<file path="src/rtl/sc_spi_slv.sv">
// SPI slave with pin synchronizers, all four modes, 1..32-bit words, MSB/LSB first, one-word TX buffer.
// Latency: pin-to-edge detect SYNC_STAGES+1 SYSCLK cycles; RXDATA/RXVALID one cycle after the last sample edge.
// Backpressure: TX via TXVALID/TXREADY into a single buffer; RX has none (missed RXVALID loses the word).
module sc_spi_slv #(
    parameter int SYNC_STAGES = 2
) (
    input  logic        SYSCLK,
    input  logic        SYSRSTB,
    input  logic        CPOL,
    input  logic        CPHA,
    input  logic        BORDER,
    input  logic [4:0]  DWIDTH,
    input  logic        SPI_SCLK,
    input  logic        SPI_CSB,
    input  logic        SPI_MOSI,
    output logic        SPI_MISO,
    output logic        SPI_MISO_OE,
    input  logic [31:0] TXDATA,
    input  logic        TXVALID,
    output logic        TXREADY,
    output logic [31:0] RXDATA,
    output logic        RXVALID,
    output logic        SPIBUSY,
    output logic        TXUNDERRUN,
    output logic        RXABORT
);
    localparam logic [1:0] ST_IDLE  = 2'd0;
    localparam logic [1:0] ST_LOAD  = 2'd1;
    localparam logic [1:0] ST_SHIFT = 2'd2;

    logic [SYNC_STAGES-1:0] sclk_sync, csb_sync, mosi_sync;
    logic        sclk_hist, csb_hist;
    logic        sclk_s, csb_s, mosi_s;
    logic [1:0]  fill_cnt;
    logic        armed;

    logic [1:0]  state;
    logic        cpol_l, cpha_l, border_l;
    logic [4:0]  dwidth_l;
    logic [31:0] tx_buf, tx_sr, rx_sr, rx_next, load_word;
    logic        buf_full, reload_pend, miso_r;
    logic [4:0]  bit_cnt, ptr, first_ptr;
    logic        sclk_rise, sclk_fall, lead_edge, trail_edge, sample_edge, shift_edge;
    logic        csb_fall, in_shift, word_done, tx_load;

    assign sclk_s = sclk_sync[SYNC_STAGES-1];
    assign csb_s  = csb_sync[SYNC_STAGES-1];
    assign mosi_s = mosi_sync[SYNC_STAGES-1];

    // Pin synchronizers plus one history flop for edge detection
    always_ff @(posedge SYSCLK or negedge SYSRSTB) begin
        if (!SYSRSTB) begin
            sclk_sync <= '0;
            csb_sync  <= '1;
            mosi_sync <= '0;
            sclk_hist <= 1'b0;
            csb_hist  <= 1'b1;
        end else begin
            sclk_sync <= {sclk_sync[SYNC_STAGES-2:0], SPI_SCLK};
            csb_sync  <= {csb_sync[SYNC_STAGES-2:0], SPI_CSB};
            mosi_sync <= {mosi_sync[SYNC_STAGES-2:0], SPI_MOSI};
            sclk_hist <= sclk_s;
            csb_hist  <= csb_s;
        end
    end

    // Arm frame start only after the synchronizer has flushed and CSB was seen high,
    // so a CSB already low at reset release is not mistaken for a fresh select
    always_ff @(posedge SYSCLK or negedge SYSRSTB) begin
        if (!SYSRSTB) begin
            fill_cnt <= 2'd0;
            armed    <= 1'b0;
        end else begin
            if (fill_cnt != 2'(SYNC_STAGES))
                fill_cnt <= fill_cnt + 2'd1;
            else if (csb_s)
                armed <= 1'b1;
        end
    end

    assign sclk_rise   = sclk_s & ~sclk_hist;
    assign sclk_fall   = ~sclk_s & sclk_hist;
    assign csb_fall    = ~csb_s & csb_hist;
    assign lead_edge   = cpol_l ? sclk_fall : sclk_rise;
    assign trail_edge  = cpol_l ? sclk_rise : sclk_fall;
    assign sample_edge = cpha_l ? trail_edge : lead_edge;
    assign shift_edge  = cpha_l ? lead_edge : trail_edge;

    assign ptr       = border_l ? (dwidth_l - bit_cnt) : bit_cnt;
    assign first_ptr = border_l ? dwidth_l : 5'd0;
    assign load_word = buf_full ? tx_buf : 32'd0;
    assign in_shift  = (state == ST_SHIFT) && !csb_s;
    assign word_done = in_shift && sample_edge && (bit_cnt == dwidth_l);
    // The reload after a completed word is deferred to the next shift edge, which is
    // exactly when the next word's first bit must appear; if CSB rises first, no reload
    // (and no spurious underrun) happens.
    assign tx_load   = (state == ST_LOAD) || (in_shift && shift_edge && reload_pend);

    // Insert the sampled MOSI bit at its word position (upper unused bits stay 0)
    always_comb begin
        rx_next      = rx_sr;
        rx_next[ptr] = mosi_s;
    end

    // Transfer FSM, shift registers, status pulses and TX buffer
    always_ff @(posedge SYSCLK or negedge SYSRSTB) begin
        if (!SYSRSTB) begin
            state       <= ST_IDLE;
            cpol_l      <= 1'b0;
            cpha_l      <= 1'b0;
            border_l    <= 1'b0;
            dwidth_l    <= 5'd0;
            tx_buf      <= 32'd0;
            tx_sr       <= 32'd0;
            rx_sr       <= 32'd0;
            buf_full    <= 1'b0;
            reload_pend <= 1'b0;
            miso_r      <= 1'b0;
            bit_cnt     <= 5'd0;
            RXDATA      <= 32'd0;
            RXVALID     <= 1'b0;
            TXUNDERRUN  <= 1'b0;
            RXABORT     <= 1'b0;
        end else begin
            RXVALID    <= 1'b0;
            TXUNDERRUN <= 1'b0;
            RXABORT    <= 1'b0;
            case (state)
                ST_IDLE: begin
                    if (csb_fall && armed) begin
                        cpol_l   <= CPOL;
                        cpha_l   <= CPHA;
                        border_l <= BORDER;
                        dwidth_l <= DWIDTH;
                        state    <= ST_LOAD;
                    end
                end
                ST_LOAD: begin
                    tx_sr       <= load_word;
                    TXUNDERRUN  <= ~buf_full;
                    bit_cnt     <= 5'd0;
                    rx_sr       <= 32'd0;
                    reload_pend <= 1'b0;
                    miso_r      <= cpha_l ? 1'b0 : load_word[first_ptr];
                    state       <= ST_SHIFT;
                end
                ST_SHIFT: begin
                    if (csb_s) begin
                        state   <= ST_IDLE;
                        RXABORT <= (bit_cnt != 5'd0);
                    end else begin
                        if (sample_edge) begin
                            if (word_done) begin
                                RXDATA      <= rx_next;
                                RXVALID     <= 1'b1;
                                rx_sr       <= 32'd0;
                                bit_cnt     <= 5'd0;
                                reload_pend <= 1'b1;
                            end else begin
                                rx_sr   <= rx_next;
                                bit_cnt <= bit_cnt + 5'd1;
                            end
                        end
                        if (shift_edge) begin
                            if (reload_pend) begin
                                tx_sr       <= load_word;
                                TXUNDERRUN  <= ~buf_full;
                                reload_pend <= 1'b0;
                                miso_r      <= load_word[first_ptr];
                            end else begin
                                miso_r <= tx_sr[ptr];
                            end
                        end
                    end
                end
                default: state <= ST_IDLE;
            endcase
            if (tx_load)
                buf_full <= 1'b0;
            if (TXVALID && !buf_full) begin
                tx_buf   <= TXDATA;
                buf_full <= 1'b1;
            end
        end
    end

    assign TXREADY     = ~buf_full;
    assign SPIBUSY     = (state != ST_IDLE);
    assign SPI_MISO_OE = SPIBUSY;
    assign SPI_MISO    = SPIBUSY & miso_r;

endmodule

</file>
<file path="config.mk">
export PLATFORM = sky130hd
export DESIGN_NAME = sc_spi_slv
export DESIGN_NICKNAME = d
export VERILOG_FILES = /design/src/rtl/sc_spi_slv.sv
export SDC_FILE = /design/constraint.sdc
export NUM_CORES = 1
export LEC_CHECK = 0
export ABC_AREA = 1
export CELL_PAD_IN_SITES_DETAIL_PLACEMENT = 1
export CELL_PAD_IN_SITES_GLOBAL_PLACEMENT = 1
export CORE_ASPECT_RATIO = 0.5
export CORE_MARGIN = 3
export CORE_UTILIZATION = 46
export CTS_CLUSTER_SIZE = 30
export DETAILED_ROUTE_END_ITERATION = 16
export GPL_TIMING_DRIVEN = 1
export PLACE_DENSITY_LB_ADDON = 0.1
export SETUP_SLACK_MARGIN = 0.4
export SLEW_MARGIN = 20
export SYNTH_ARGS = -nofsm -noshare
export SYNTH_HDL_FRONTEND = slang
export SYNTH_SLANG_ARGS = --single-unit
</file>
<file path="constraint.sdc">
create_clock -name SYSCLK -period 4.5 [get_ports SYSCLK]
set_input_delay 0.9 -clock SYSCLK [delete_from_list [all_inputs] [get_ports SYSCLK]]
set_output_delay 0.9 -clock SYSCLK [all_outputs]
set_load 0.02 [all_outputs]
</file>
=== Word-level counts from Yosys, hierarchy flattened ===
Cells that the tools add are included.

* Register bits after elaboration: 160
* Input bits: 46
* Output and inout port bits: 39
* Logic and storage cells: 124

* Add/subtract/negate cells: 3
* Order comparisons: 3
* Eq/ne operators: 10
* Muxes and demuxes: 52
* Bitwise operators: 9
* Reductions and logical operators: 24

{| class="wikitable"
|+ Operators with widths
! kind !! number
|-
| 32-bit two-way mux || 7
|-
| 32-bit case mux with 2 select lines || 2
|-
| 32-bit bitwise mux || 1
|-
| 1-bit two-way mux || 27
|-
| 5-bit two-way mux || 5
|-
| 2-bit inequality test, second input constant || 7
|-
| 5-bit by 6-bit < comparator with 1-bit output, second input constant || 2
|-
| 1-bit binary-select mux with 5-bit select || 2
|-
| 5-bit case mux with 2 select lines || 1
|-
| 1-bit logical AND || 8
|-
| 2-bit AND reduction || 4
|-
| 4-bit AND reduction || 2
|-
| 1-bit case mux with 2 select lines || 3
|-
| 2-bit case mux with 3 select lines || 1
|-
| 3-bit AND reduction || 2
|-
| 2-bit nonzero test || 3
|-
| 5-bit by 1-bit adder with 5-bit output, second input constant || 1
|-
| 1-bit demux with 5-bit select || 1
|-
| 5-bit == test || 1
|-
| 5-bit by 1-bit greater-or-equal comparator with 1-bit output, second input constant || 1
|-
| 1-bit inverter || 5
|-
| 5-bit nonzero test || 1
|-
| 5-bit subtractor || 1
|-
| 1-bit bitwise AND || 4
|-
| other kinds (7) || 9
|}

=== Logic depth before layout (Yosys ltp) ===
* Depth in word-level cells: 12
* Depth in mapped cells: 18

=== Least setup slack after synthesis ===
No wires, ideal clock.

* Kind: register to register
* Start: register dwidth_l[0]
* End: register rx_sr[31]
* Setup time: 0.135 ns
* Arrival time: 2.223 ns
* Required time: 4.365 ns
* Path slack: 2.142 ns
* Stages on the path, launching flop included: 14
* Period minus slack after synthesis: 2.358 ns
* Cell sequence: dfrtp_1 clkbuf_1 inv_1 ha_1 inv_1 fa_1 nand2_1 o21ai_2 inv_2 nor2_4 buf_6 nand3_1 nand2_1 o21ai_0

* Word-level cells in the longest chain between the ends: 11
* Elaborated cells on any way between the ends: 14

{| class="wikitable"
|+ RTL lines
! element !! RTL line !! RTL
|-
| from (decl) || 39 || <nowiki>logic [4:0] dwidth_l;</nowiki>
|-
| from (signal assigned) || 112 || <nowiki>dwidth_l <= 5'd0;</nowiki>
|-
| from (signal assigned) || 134 || <nowiki>dwidth_l <= DWIDTH;</nowiki>
|-
| 5-bit subtractor || 89 || <nowiki>assign ptr = border_l ? (dwidth_l - bit_cnt) : bit_cnt;</nowiki>
|-
| 5-bit two-way mux || 89 ||
|-
| 5-bit by 6-bit < comparator with 1-bit output (not written as such) or 5-bit by 1-bit greater-or-equal comparator with 1-bit output (tied branches) || 102 || <nowiki>rx_next[ptr] = mosi_s;</nowiki>
|-
| 1-bit logical AND (not written as such) || 102 ||
|-
| 1-bit two-way mux (not written as such) || 102 ||
|-
| 1-bit demux with 5-bit select || 102 ||
|-
| 32-bit bitwise mux || 102 ||
|-
| 32-bit two-way mux (*) || 153 || <nowiki>if (word_done) begin</nowiki>
|-
| 32-bit two-way mux (*) || 152 || <nowiki>if (sample_edge) begin</nowiki>
|-
| 32-bit two-way mux (*) || 148 || <nowiki>if (csb_s) begin</nowiki>
|-
| 32-bit case mux with 2 select lines (*) || 128 || <nowiki>case (state)</nowiki>
|-
| to (signal assigned) || 160 || <nowiki>rx_sr <= rx_next;</nowiki>
|-
| to (decl) || 40 || <nowiki>logic [31:0] tx_buf, tx_sr, rx_sr, rx_next, load_word;</nowiki>
|}

Every way passes the cells marked *; elsewhere a longest branch is shown, timed or not. The select of a mux whose other input is x is not followed.
A chain may end at the register's enable or synchronous reset.

=== Worst setup path after layout ===
* Start: register dwidth_l[0]
* End: register miso_r

* Word-level cells in the longest chain between the ends: 8
* Elaborated cells on any way between the ends: 12

{| class="wikitable"
|+ RTL lines
! element !! RTL line !! RTL
|-
| 5-bit subtractor || 89 ||
|-
| 5-bit two-way mux || 89 ||
|-
| 1-bit binary-select mux with 5-bit select || 171 || <nowiki>miso_r <= tx_sr[ptr];</nowiki>
|-
| 1-bit two-way mux (not written as such) || 171 ||
|-
| 1-bit two-way mux || 165 || <nowiki>if (reload_pend) begin</nowiki>
|-
| 1-bit two-way mux || 164 || <nowiki>if (shift_edge) begin</nowiki>
|-
| 1-bit two-way mux || 148 ||
|-
| 1-bit case mux with 2 select lines (*) || 128 ||
|-
| to (signal assigned) || 144 || <nowiki>miso_r <= cpha_l ? 1'b0 : load_word[first_ptr];</nowiki>
|-
| to (signal assigned) || 169 || <nowiki>miso_r <= load_word[first_ptr];</nowiki>
|-
| to (signal assigned) || 171 ||
|-
| to (decl) || 41 || <nowiki>logic buf_full, reload_pend, miso_r;</nowiki>
|}

Marks and branches as above.

==> impl_metrics.env <==
export IMPL_status="complete, no violations"
export IMPL_synth_common_cells="nand2_1, dfrtp_1, nand3_1"
export IMPL_die_h_um=97.9
export IMPL_diodes=0
export IMPL_grt_setup_unrepaired="false"
export IMPL_path_clk_slew_ps=70
export IMPL_min_delay_path_class="flip-flop to flip-flop"
export IMPL_worstSetupStartpointType="flip-flop"
export IMPL_netlist_area_leader_share_pct=50.6
export IMPL_fmax_mhz=322
export IMPL_drt_wirelength_per_cell_um=18.1
export IMPL_avgSynthCellArea_um2=8.15
export IMPL_skew_ps=13.0
export IMPL_leakagePower_nw=4.36
export IMPL_setup_viol=0
export IMPL_via_per_inst=5.43
export IMPL_tightest_slew_ps=1060
export IMPL_final_antenna_net_count=0
export IMPL_root_buffer="clkbuf_16"
export IMPL_initial_core_util_pct=48.7
export IMPL_dp_slack_ps=1490
export IMPL_track_usage_pct=25.7
export IMPL_io_pins=85
export IMPL_numCtsBuffers=17
export IMPL_hold_slack_ps=354
export IMPL_antenna_found_initial=0
export IMPL_rows=32
export IMPL_ys_ff_latch=160
export IMPL_yosysUniqueCellTypes=33
export IMPL_coreArea_um2=15900
export IMPL_dieArea_um2=18600
export IMPL_crit_slowest_cell="nor2_2"
export IMPL_clockBufferDepth=2
export IMPL_gp_congestion=0.897
export IMPL_finalHoldViolCount=0
export IMPL_yosys_warnings=0
export IMPL_htreeDepth=4
export IMPL_drtPass1Iterations=5
export IMPL_grt_pass1_vias=7248
export IMPL_grt_max_degree=102
export IMPL_grt_overflow_total=0
export IMPL_ctsHoldBuffers=0
export IMPL_synth_top_area_cell="dfrtp_1"
export IMPL_maxCapViolations=0
export IMPL_crit_arrival_ps=3480
export IMPL_finalWorstSetupSlack_ps=1400
export IMPL_ir_worst_vdd_uv=349
export IMPL_ys_flop_type="dfrtp_1"
export IMPL_crit_required_ps=4880
export IMPL_min_path_cells=0
export IMPL_io_buffers=84
export IMPL_crit_type="flip-flop to flip-flop"
export IMPL_num_vias=6801
export IMPL_area_delta_synth_final_pct=20.0
export IMPL_critPathMaxFanout=18
export IMPL_fin_crit_ps=3100
export IMPL_drive_gt1_share_pct=8.83
export IMPL_rr_worst_depth=15
export IMPL_drc=0
export IMPL_synth_edff_count=0
export IMPL_maxSlewHeadroom_pct=28.7
export IMPL_slew_viol_final=0
export IMPL_ys_async_sr_fraction_pct=100
export IMPL_dp_hpwl_mm=15.0
export IMPL_postCtsSetupBuffers=0
export IMPL_cpPeakStageDelay_ps=770
export IMPL_endpoint_kind="flip-flop"
export IMPL_synth_area_um2=7760
export IMPL_grt_first_pass_wirelength_mm=38.0
export IMPL_yosys_top_cells_area="dfrtp_1, nand2_1, nand3_1"
export IMPL_synth_most_common_cell="nand2_1"
export IMPL_die_width_um=190
export IMPL_cts_tree="yes"
export IMPL_clk_insertion_delay_late_ps=430
export IMPL_postCtsResizedCells=0
export IMPL_crit_path_frequent_cell="nand2_1"
export IMPL_seq_area_frac_synth_pct=51.6
export IMPL_path_cells="inv_1 -> ha_1 -> inv_1 -> fa_1 -> nand2_1 -> o21ai_2 -> nor2_2 -> nand2_1 -> nand4_1 -> nand2_1 -> nand2_1 -> nand2_1 -> nand2_1 -> nand2_1 -> nand2_1"
export IMPL_layout_nets=1076
export IMPL_cts_sinks=160
export IMPL_path_delay_family="simple AND/OR/NAND/NOR gates"
export IMPL_drt_iter0_markers=495
export IMPL_cp_depth=15
export IMPL_wl_mm=22.7
export IMPL_synthCells=952
export IMPL_syn_num_nets=1009
export IMPL_critPathBufInv=2
export IMPL_fin_crit_sh_pct=68.9
export IMPL_powerDensity_nw_per_um2=784
export IMPL_fin_setup_tns_ps=0
==> cell families after synthesis <==
logic type / after synthesis / share of synthesized area (%)
flops: 160 / 51.6
xor+xnor: 5 / 0.564
buf+inv: 109 / 5.71
compound gates: 123 / 8.32
simple gates: 509 / 26.8
fa+ha+maj: 11 / 1.87
mux: 35 / 5.08
==> state kept, by name, indices dropped and copies added, names as in the netlist, 2 cells and up <==
register	count
RXDATA	32
rx_sr	32
tx_buf	32
tx_sr	32
bit_cnt	5
dwidth_l	5
csb_sync	2
fill_cnt	2
mosi_sync	2
sclk_sync	2
state	2
==> final cells by class <==
type	count	area (um2)
fill	1935	6620
clock inverter	10	114
clock buffer	21	450
multi-input combinational	683	3320
tap	221	277
sequential	160	4010
inverter	69	259
timing repair buffer	88	885
==> metrics by stage <==
step,utilization (%),instance area [um2],cells,total power (W)
2_1_floorplan,-,7760,952,0.00463
3_3_place_gp,54.9,8750,1221,0.00561
3_5_place_dp,54.9,8750,1221,0.00580
4_1_cts,58.4,9310,1252,0.00732
5_1_grt,58.4,9310,1252,0.00784
6_report,58.4,9310,1252,0.00730
==> cell usage in the layout (no fill, tap or decap), drive strengths merged, types with 2 or more instances in the layout <==
| master | instances |
|---|---|
| nand2 | 355 |
| dfrtp | 157 |
| nand3 | 90 |
| clkdlybuf4s50 | 83 |
| o21ai | 74 |
| inv | 64 |
| nor2 | 60 |
| a21oi | 42 |
| mux2 | 35 |
| clkbuf | 21 |
| ha | 10 |
| clkinv | 9 |
| buf | 5 |
| o22ai | 4 |
| clkinvlp | 4 |
| xor2 | 3 |
| dfstp | 3 |
| xnor2 | 2 |
| nand4 | 2 |
| a41oi | 2 |
| bufinv | 2 |
==> power by group <==
part	total (W)	internal [W]	leakage, nW	switching, W
combinational	0.00351	0.00115	2.03	0.00236
clock	0.00143	0.000826	0.265	0.000607
sequential	0.00236	0.00194	2.07	0.000420
total	0.00730	0.00392	4.36	0.00338
==> routing by layer <==
metal / share of wire, % / global-route usage [%] / vias to the layer above
met4: 1.4 / 7.38 / 0
met2: 47 / 41.9 / 168
met3: 4.8 / 4.56 / 31
met5: 0 / 0 / -
li1: - / - / 3192
met1: 47 / 35.6 / 3410
==> path summary, 6_finish.rpt <==
kind | end | startpoint | slack [ps]
worst max register to register | miso_r | dwidth_l[0] | 1400
worst max-delay path | miso_r | dwidth_l[0] | 1400
worst min-delay path | sclk_sync[1] | sclk_sync[0] | 350
min in group asynchronous | RXDATA[29] | SYSRSTB | 540
worst min register to register | sclk_sync[1] | sclk_sync[0] | 350
max in group asynchronous | bit_cnt[2] | SYSRSTB | 3100
==> worst reg2reg max path, stage by stage, from the launching register on <==
cell,delay [ps]
dfrtp_1,570
inv_1,140
ha_1,210
inv_1,90
fa_1,410
nand2_1,80
o21ai_2,180
nor2_2,770
nand2_1,150
nand4_1,150
nand2_1,50
nand2_1,60
nand2_1,50
nand2_1,50
nand2_1,50
nand2_1,50
No activity file was read; power rests on OpenSTA's default activity.
